<file path="config.mk">
export PLATFORM = sky130hd
export DESIGN_NAME = game_ctrl
export DESIGN_NICKNAME = d
export VERILOG_FILES = /design/src/rtl/snake_pkg.sv /design/src/rtl/tick_gen.sv /design/src/rtl/game_ctrl.sv
export SDC_FILE = /design/constraint.sdc
export NUM_CORES = 1
export LEC_CHECK = 0
export ABC_AREA = 1
export BUFFER_PORTS_ARGS = -buffer_cell sky130_fd_sc_hd__buf_2
export CAP_MARGIN = 20
export CORE_ASPECT_RATIO = 1.75
export CORE_UTILIZATION = 62
export DETAILED_ROUTE_END_ITERATION = 6
export GPL_ROUTABILITY_DRIVEN = 0
export PLACE_DENSITY_LB_ADDON = 0.3
export SLEW_MARGIN = 40
export SYNTH_ARGS = -nofsm -noshare
export SYNTH_HDL_FRONTEND = slang
export SYNTH_HIERARCHICAL = 1
export SYNTH_SLANG_ARGS = --single-unit
</file>
<file path="constraint.sdc">
create_clock -name clk -period 6.1 [get_ports clk]
set_input_delay 0.61 -clock clk [delete_from_list [all_inputs] [get_ports clk]]
set_output_delay 0.61 -clock clk [all_outputs]
set_load 0.05 [all_outputs]
</file>
<file path="src/rtl/snake_pkg.sv">
// Shared types and IR key constants for the snake game controller.
// Latency: n/a (types and pure functions only).
// Backpressure: n/a.
package snake_pkg;

    // Display source selected by the controller
    typedef enum logic [1:0] {
        SCR_START = 2'd0,
        SCR_GAME  = 2'd1,
        SCR_PAUSE = 2'd2,
        SCR_END   = 2'd3
    } screen_t;

    // Snake heading
    typedef enum logic [1:0] {
        DIR_UP    = 2'd0,
        DIR_DOWN  = 2'd1,
        DIR_LEFT  = 2'd2,
        DIR_RIGHT = 2'd3
    } dir_t;

    // Controller states; one per display screen
    typedef enum logic [1:0] {
        S_START = 2'd0,
        S_PLAY  = 2'd1,
        S_PAUSE = 2'd2,
        S_OVER  = 2'd3
    } state_t;

    // Default NEC command words of the remote in use
    localparam logic [31:0] KEY_OK_DFLT     = 32'h20DF22DD;
    localparam logic [31:0] KEY_PAUSE_DFLT  = 32'h20DF55AA;
    localparam logic [31:0] KEY_UP_DFLT     = 32'h20DF02FD;
    localparam logic [31:0] KEY_DOWN_DFLT   = 32'h20DF827D;
    localparam logic [31:0] KEY_LEFT_DFLT   = 32'h20DFE01F;
    localparam logic [31:0] KEY_RIGHT_DFLT  = 32'h20DF609F;
    localparam logic [31:0] KEY_REPEAT_DFLT = 32'hFFFFFFFF;

    // 180-degree reversal of a heading
    function automatic dir_t dir_opposite(input dir_t d);
        dir_t r;
        case (d)
            DIR_UP:    r = DIR_DOWN;
            DIR_DOWN:  r = DIR_UP;
            DIR_LEFT:  r = DIR_RIGHT;
            default:   r = DIR_LEFT;
        endcase
        return r;
    endfunction

    // Screen shown for each controller state
    function automatic screen_t screen_of(input state_t s);
        screen_t r;
        case (s)
            S_START: r = SCR_START;
            S_PLAY:  r = SCR_GAME;
            S_PAUSE: r = SCR_PAUSE;
            default: r = SCR_END;
        endcase
        return r;
    endfunction

endpackage

</file>
<file path="src/rtl/tick_gen.sv">
// Step-rate counter: counts 0..PERIOD-1 while enabled and not held.
// Latency: tick is combinational from the count register (asserted while count==PERIOD-1).
// Backpressure: none; hold freezes the count, clear zeroes it.
module tick_gen #(
    parameter int PERIOD = 10
) (
    input  logic clk,
    input  logic reset,
    input  logic en,
    input  logic hold,
    input  logic clear,
    output logic tick
);

    localparam int W = (PERIOD > 1) ? $clog2(PERIOD) : 1;

    logic [W-1:0] cnt;
    logic         wrap;

    assign wrap = (cnt == W'(PERIOD - 1));
    assign tick = en && !hold && wrap;

    // Count while running; clear has priority over counting, hold freezes
    always_ff @(posedge clk) begin
        if (reset) begin
            cnt <= '0;
        end else if (clear) begin
            cnt <= '0;
        end else if (en && !hold) begin
            cnt <= wrap ? '0 : cnt + W'(1);
        end
    end

endmodule

</file>
<file path="src/rtl/game_ctrl.sv">
// Snake game controller: IR key handling, game FSM, step timing, direction commit, frame requests.
// Latency: every output is registered; a key or tick acts on the edge it is sampled, visible the next cycle.
// Backpressure: none on inputs; frame_req is held until frame_ack, with new events coalesced.
module game_ctrl
    import snake_pkg::*;
#(
    parameter int          CLK_HZ     = 50_000_000,
    parameter int          TICK_HZ    = 4,
    parameter logic [31:0] KEY_OK     = KEY_OK_DFLT,
    parameter logic [31:0] KEY_PAUSE  = KEY_PAUSE_DFLT,
    parameter logic [31:0] KEY_UP     = KEY_UP_DFLT,
    parameter logic [31:0] KEY_DOWN   = KEY_DOWN_DFLT,
    parameter logic [31:0] KEY_LEFT   = KEY_LEFT_DFLT,
    parameter logic [31:0] KEY_RIGHT  = KEY_RIGHT_DFLT,
    parameter logic [31:0] KEY_REPEAT = KEY_REPEAT_DFLT
) (
    input  logic        clk,
    input  logic        reset,
    input  logic        ir_valid,
    input  logic [31:0] ir_word,
    input  logic        game_over,
    input  logic        frame_ack,
    output screen_t     screen_sel,
    output dir_t        dir,
    output logic        game_step,
    output logic        game_rst,
    output logic        frame_req
);

    localparam int TICK_PERIOD = CLK_HZ / TICK_HZ;

    state_t state;
    state_t state_nxt;

    // Pending direction: latest accepted key since the last step
    logic   pend_vld;
    dir_t   pend_dir;
    logic   pend_vld_nxt;
    dir_t   pend_dir_nxt;

    // Decoded keys (repeat codes never count as a key)
    logic   key_vld;
    logic   key_ok;
    logic   key_pause;
    logic   key_dir_vld;
    dir_t   key_dir;

    logic   start_go;
    logic   dir_acc;
    logic   tick;
    logic   step_fire;
    logic   tick_en;
    logic   tick_hold;

    // Decode the incoming IR word into one-hot key events
    always_comb begin
        key_vld     = ir_valid && (ir_word != KEY_REPEAT);
        key_ok      = key_vld && (ir_word == KEY_OK);
        key_pause   = key_vld && (ir_word == KEY_PAUSE);
        key_dir_vld = 1'b0;
        key_dir     = DIR_UP;
        if (key_vld) begin
            if (ir_word == KEY_UP) begin
                key_dir_vld = 1'b1;
                key_dir     = DIR_UP;
            end else if (ir_word == KEY_DOWN) begin
                key_dir_vld = 1'b1;
                key_dir     = DIR_DOWN;
            end else if (ir_word == KEY_LEFT) begin
                key_dir_vld = 1'b1;
                key_dir     = DIR_LEFT;
            end else if (ir_word == KEY_RIGHT) begin
                key_dir_vld = 1'b1;
                key_dir     = DIR_RIGHT;
            end
        end
    end

    // Next-state selection; a collision outranks a pause key in the same cycle
    always_comb begin
        state_nxt = state;
        case (state)
            S_START: if (key_ok)     state_nxt = S_PLAY;
            S_PLAY: begin
                if (game_over)       state_nxt = S_OVER;
                else if (key_pause)  state_nxt = S_PAUSE;
            end
            S_PAUSE: if (key_pause)  state_nxt = S_PLAY;
            default: if (key_ok)     state_nxt = S_START;
        endcase
    end

    // Key is evaluated before step gating, so a key landing on a tick commits at that tick.
    // Reversal is judged against the committed heading, never the pending one.
    always_comb begin
        start_go     = (state == S_START) && key_ok;
        dir_acc      = (state == S_PLAY) && key_dir_vld && (key_dir != dir_opposite(dir));
        pend_vld_nxt = pend_vld || dir_acc;
        pend_dir_nxt = dir_acc ? key_dir : pend_dir;
        step_fire    = tick && !game_over;
        tick_en      = (state == S_PLAY) || (state == S_PAUSE);
        tick_hold    = (state == S_PAUSE);
    end

    tick_gen #(
        .PERIOD (TICK_PERIOD)
    ) u_tick_gen (
        .clk   (clk),
        .reset (reset),
        .en    (tick_en),
        .hold  (tick_hold),
        .clear (start_go),
        .tick  (tick)
    );

    // Game FSM with registered screen, direction, strobes and frame request
    always_ff @(posedge clk) begin
        if (reset) begin
            state      <= S_START;
            screen_sel <= SCR_START;
            dir        <= DIR_RIGHT;
            pend_vld   <= 1'b0;
            pend_dir   <= DIR_RIGHT;
            game_step  <= 1'b0;
            game_rst   <= 1'b0;
            frame_req  <= 1'b1;
        end else begin
            state      <= state_nxt;
            screen_sel <= screen_of(state_nxt);
            game_rst   <= start_go;
            game_step  <= step_fire;

            if (start_go) begin
                dir      <= DIR_RIGHT;
                pend_vld <= 1'b0;
                pend_dir <= DIR_RIGHT;
            end else if (step_fire) begin
                if (pend_vld_nxt) begin
                    dir <= pend_dir_nxt;
                end
                pend_vld <= 1'b0;
            end else begin
                pend_vld <= pend_vld_nxt;
                pend_dir <= pend_dir_nxt;
            end

            // A new event wins over a coincident acknowledge
            if ((state_nxt != state) || step_fire) begin
                frame_req <= 1'b1;
            end else if (frame_ack) begin
                frame_req <= 1'b0;
            end
        end
    end

endmodule

</file>
==> run_results.csv, run 1 <==
group,metric,value,unit
timing,tightest_slew,0.354,ns
synth,syn-num-nets,528,
drt,drt-initial-drc-count,90,
floorplan,chipHeight,90.9,µm
floorplan,die_w,52.8,µm
synth,synth_top_area_frac,0.250,
power_and_ir_drop,finalPower,488,µW
synth,ys_top_cells_by_area,"dfxtp_1, nand2_1, nor2_1, inv_1, nand3_1",
clocking,cts_root_buf,"clkbuf_8",
floorplan,fp.coreArea,4360,µm²
critical_path,path_cells,"inv_1, ha_1, inv_1, nor2_4, nand3_1, nor2_2, nand2_2, inv_1, nand2_1, inv_1, nand2_1, nand2_1, nand3_1",
timing,drv_slew,0,
clocking,postCtsHoldBufs,0,
clocking,numCtsBuffers,5,
timing,finalHoldViolations,0,
clocking,clock-sinks,35,
floorplan,pin_count,44,
synth,netlist_area,2800,µm²
drt,wl_per_cell,12.0,µm
clocking,insertion_delay,0.29,ns
synth,yosys.area.top_type,"dfxtp_1",
global_routing,grt_max_degree,13,
critical_path,r2r_cells,13,
drt,via_count,3072,
min_path,holdPathStages,2,
layout,final_area,3190,µm²
drt,drtPass1Iterations,4,
critical_path,worst_path_largest_cell_delay,0.49,ns
critical_path,path_class,"reg2reg",
global_routing,antenna_found_initial,0,
timing,slew_headroom,0.762,
floorplan,row_count,32,
layout,diodes,0,
outcome,status,"completed",
critical_path,crit_path_top_delay_cell,"dfxtp_1",
global_routing,grt_pass1_vias,2938,
clocking,cts_tree,"done",
clocking,cts-resized-gates,0,
clocking,clk_transition_reported_paths,0.08,ns
timing,fin_crit_sh,0.397,
critical_path,cp_max_fo,9,
synth,syn_avg_cell_area,5.76,µm²
layout,multi_input_area,1820,µm²
critical_path,cp.required,6.29,ns
synth,yosysSeqAreaShare,0.250,
critical_path,crit_path_end_kind,"flop",
critical_path,worstPathArrival,2.61,ns
placement,hpwl,5680,µm
synth,synth.distinct_cells,31,
timing,fin_crit,2.42,ns
global_routing,gr-total-overflow,0,
synth,yosys_warnings,6,
critical_path,r2r-start,"state[1]$_SDFF_PP0_",
min_path,hold_class,"reg2reg",
synth,ys_seq_elements,35,
timing,rsz0062_at_grt,"false",
critical_path,critical-path-top-delay-family,"simple AND/OR/NAND/NOR gates",
global_routing,track_usage,0.344,
critical_path,crit_buf_inv,4,
clocking,cts_buffer_depth,2,
timing,fmax,0.413,GHz
timing,setup_tns,0,ns
drt,drt_wl_total,7060,µm
power_and_ir_drop,p_leak,0.00151,µW
run,drv_cap,0,
power_and_ir_drop,ir_drop,200,µV
timing,skew,0.00578,ns
placement,port_buffers,43,
synth,postSynthCellCount,486,
global_routing,grt_pass1_wl,12200,µm
layout,drive_gt1_frac,0.215,
layout,area_growth,13.7,%
drt,ant_nets,0,
drt,drc,0,
drt,vias_per_cell,5.23,
critical_path,critPathMostFrequentCell,"inv_1",
floorplan,dieArea,4800,µm²
floorplan,initial_utilization,0.642,
critical_path,startpoint,"state[1]$_SDFF_PP0_",
critical_path,start_kind,"flop",
timing,hold_slack,0.480,ns
placement,place_area,3070,µm²
clocking,post-cts-setup-buffers,0,
clocking,htree_levels,2,
layout,fillers,400,
layout,final_nets,577,
layout,regArea,701,µm²
min_path,min_from,"pend_dir[1]$_SDFFE_PP1N_",
power_and_ir_drop,power.density,153,nW/µm²
critical_path,cp.depth,13,
timing,setup_violations,0,
## per-stage QoR
stage / util / std cells / setup slack (ns)
after global placement: 0.704 / 579 / 3.72
after floorplan: - / 486 / 4.08
after detailed placement: 0.704 / 579 / 3.62
after CTS: 0.730 / 587 / 3.70
after global routing: 0.730 / 587 / 3.45
final: 0.730 / 587 / 3.68
## kinds of logic after synthesis
group / count (synthesis) / synth area share
simple gates: 348 / 0.565
buf+inv: 75 / 0.102
flops: 35 / 0.250
compound gates: 18 / 0.0451
xor+xnor: 5 / 0.0156
fa+ha+maj: 5 / 0.0223
## cell usage in the layout (no fill, tap or decap), types with 2 or more instances in the layout
| master | n |
|---|---|
| nand2_1 | 152 |
| nor2_1 | 95 |
| inv_1 | 67 |
| buf_2 | 43 |
| dfxtp_1 | 35 |
| nand3_1 | 29 |
| nor2_2 | 21 |
| nand2_2 | 18 |
| a21oi_1 | 8 |
| inv_2 | 7 |
| nand4_1 | 6 |
| nor3_1 | 6 |
| nor2_4 | 5 |
| ha_1 | 5 |
| clkbuf_8 | 5 |
| nand2_4 | 4 |
| nand3b_1 | 4 |
| a21oi_2 | 3 |
| xor2_1 | 3 |
| nor3_2 | 2 |
| nand3_2 | 2 |
| xnor2_1 | 2 |
| nor3b_1 | 2 |
## where the power goes
part	total [µW]	internal [µW]	switching, µW
logic	47.5	17.4	30.1
registers	229	229	0.196
clock network	211	122	89.7
## registers in the layout (all words and copies together), names as in the netlist
name and flops:
frame_req 1, game_rst 1, dir 2, state 2, pend_dir 2, pend_vld 1, game_step 1, screen_sel 1
u_tick_gen/cnt 24
## worst min-delay path: cells and delay by family, from the launching register on
family          cells  cell delay, ns
compound gates      1            0.06
flops               1            0.34
simple gates        1            0.05
## cell type report
cell class	instances	share of cell area
Clock buffer	5	0.0216
Clock inverter	3	0.0137
Inverter	74	0.0872
Multi-Input combinational cell	376	0.570
Sequential cell	35	0.220
Tap cell	51	0.0200
Timing Repair Buffer	43	0.0676
## metal layers
layer	global-route usage	share of wire	vias up
met5	0	0	-
met2	0.628	0.58	90
li1	-	-	1576
met4	0.268	0.058	0
met1	0.295	0.33	1373
met3	0.0758	0.031	33
## synthesized netlist by cell type, drive strengths merged
cell    number
nand2      174
nor2       121
inv         74
dfxtp       35
nand3       31
a21oi       12
nor3         8
nand4        6
ha           5
nand3b       4
xor2         3
nor3b        2
o21ai        2
xnor2        2
a211oi       1
a21o         1
and3         1
buf          1
nor4         1
o211ai       1
o21bai       1
## final timing paths
path	slack, ns	end
hold / removal	0.48	pend_dir[1]$_SDFFE_PP1N_
hold reg to reg	0.48	pend_dir[1]$_SDFFE_PP1N_
setup / recovery	3.68	dir[1]$_SDFFE_PP1P_
setup reg to reg	3.68	dir[1]$_SDFFE_PP1P_
Power figures use the tool's default switching activity.
==> run 2, diff against run 1 <==
CORE_UTILIZATION = 52   (was 62)
clock period = 2.15 ns   (was 6.1 ns; I/O delays follow)
==> run 2 against run 1 <==
Against the previous run:
- the flow now finishes with violations (design-rule violations)
- cell area is 1.3% higher
- combinational power grew to 2.9 times the previous value
- sequential share of layout area is 0.24 points lower
- critical endpoint is now dir[0]$_SDFFE_PP1P_
- highest routed layer unchanged
==> run_results.csv, run 2 (same netlist as run 1, synthesis figures left out) <==
group,metric,value,unit
clocking,post-cts-setup-buffers,0,
clocking,clk_transition_reported_paths,0.08,ns
layout,mostFrequentLayoutCells,"nand2_1, nor2_1, inv_1, buf_2, dfxtp_1",
timing,finalHoldViolations,0,
drt,top_layer,"met4",
placement,port_buffers,43,
power_and_ir_drop,ir_drop,461,µV
placement,hpwl,5700,µm
critical_path,r2r_cells,13,
drt,drtPass1Iterations,6,
layout,final_common_cell,"nand2_1",
placement,dp.cells,587,
critical_path,crit_path_end_kind,"flop",
clocking,cts_tree,"done",
global_routing,antenna_found_initial,0,
clocking,postCtsHoldBufs,0,
timing,setup_violations,0,
critical_path,worstPathArrival,2.08,ns
outcome,status,"finished with violations",
timing,fmax,0.529,GHz
drt,wl_per_cell,11.7,µm
layout,diodes,0,
timing,setup_tns,0,ns
critical_path,critical-path-top-delay-family,"simple AND/OR/NAND/NOR gates",
power_and_ir_drop,power.density,431,nW/µm²
clocking,cts-resized-gates,0,
critical_path,cp.depth,13,
floorplan,chipHeight,99.1,µm
layout,top_register,"u_tick_gen/cnt",
timing,slew_headroom,0.743,
critical_path,start_kind,"flop",
drt,ant_nets,0,
floorplan,fp.coreArea,5210,µm²
floorplan,pin_count,44,
timing,rsz0062_at_grt,"false",
layout,final_nets,581,
global_routing,track_usage,0.259,
power_and_ir_drop,p_leak,0.00153,µW
outcome,violations,"design-rule violations",
global_routing,gr-total-overflow,0,
critical_path,crit_path_top_delay_cell,"dfxtp_2",
floorplan,initial_utilization,0.538,
critical_path,cp.required,2.34,ns
drt,wl_met1,2330,µm
floorplan,row_count,35,
critical_path,cp_max_fo,5,
critical_path,path_class,"reg2reg",
clocking,htree_levels,2,
critical_path,worst_path_largest_cell_delay,0.36,ns
drt,vias_per_cell,5.11,
timing,tightest_slew,0.386,ns
min_path,hold_class,"in2reg",
min_path,holdPathStages,2,
timing,drv_slew,0,
critical_path,crit_buf_inv,4,
clocking,numCtsBuffers,5,
layout,largest_reg_flops,24,
drt,route.met3.wl,234,µm
critical_path,path_cells,"inv_1, ha_1, inv_1, nor2_4, nand3_1, nor2_2, nand2_2, inv_1, nand2_1, inv_1, nand2_1, nand2_1, nand3_1",
timing,fin_crit,1.89,ns
timing,skew,0.00848,ns
drt,drt_wl_total,6930,µm
drt,drt-initial-drc-count,100,
floorplan,die_w,57.5,µm
global_routing,grt_pass1_wl,11400,µm
layout,area_growth,15.2,%
drt,via_count,3040,
run,drv_cap,0,
clocking,clock-sinks,35,
layout,finalNonFillerCells,595,
global_routing,grt_max_degree,13,
drt,dr_wl_met2,3960,µm
clocking,insertion_delay,0.30,ns
layout,drive_gt1_frac,0.224,
clocking,cts_root_buf,"clkbuf_8",
floorplan,dieArea,5700,µm²
timing,fin_crit_sh,0.879,
clocking,cts_buffer_depth,2,
drt,drc,8,
critical_path,critPathMostFrequentCell,"inv_1",
global_routing,grt_pass1_vias,2943,
## run 2: cell types whose count changed in the layout (fill, tap and decap cells not counted)
cell,change
a211oi_2,+1
buf_4,+4
a211oi_1,-1
dfxtp_2,+1
dfxtp_1,-1
## run 2: worst register-to-register path, delay by kind of cell (launching register included)
kind | cells | cell delay [ns]
and+or+nand+nor | 8 | 0.74
buffers and inverters | 4 | 0.38
DFF | 1 | 0.36
adders and majority gates | 1 | 0.31
## run 2: routing by layer
metal | global-route usage | up-vias
met4 | 0.189 | 0
met1 | 0.206 | 1346
met3 | 0.0299 | 31
met2 | 0.533 | 81
li1 | - | 1582
met5 | 0 | -
## run 2: worst paths after layout
| path | start | endpoint | slack [ns] |
|---|---|---|---|
| worst max register to register | state[1]$_SDFF_PP0_ | dir[0]$_SDFFE_PP1P_ | 0.26 |
| worst max-delay path | state[1]$_SDFF_PP0_ | dir[0]$_SDFFE_PP1P_ | 0.26 |
| worst min register to register | pend_dir[1]$_SDFFE_PP1N_ | pend_dir[1]$_SDFFE_PP1N_ | 0.48 |
| worst min-delay path | reset | game_rst$_SDFF_PP0_ | 0.19 |
## run 2: through the flow
| step | utilization | area (µm²) | hold WS, ns | worst slack, ns | total power, µW |
|---|---|---|---|---|---|
| finish | 0.619 | 3230 | 0.195 | 0.260 | 1390 |
| global route | 0.619 | 3230 | 0.202 | 0.0230 | 1450 |
| CTS | 0.618 | 3220 | 0.192 | 0.165 | 1400 |
| detailed placement | 0.596 | 3110 | 0.465 | 0.127 | 800 |
| floorplan | - | 2800 | 0.284 | 0.175 | 733 |
| global placement | 0.596 | 3110 | 0.449 | 0.236 | 797 |
## run 2: cell type report
class	count	area [µm²]
clock buffers	5	68.8
clock inverters	3	43.8
fillers	544	1980
inverters	74	278
multi-input cells	376	1820
flip-flops and latches	35	702
well taps	55	68.8
repair buffers	47	245
## run 2: where the power goes
part	internal (µW)	switching [µW]
clock	345	259
combinational	51.0	85.6
sequential	649	1.05
total	1050	346
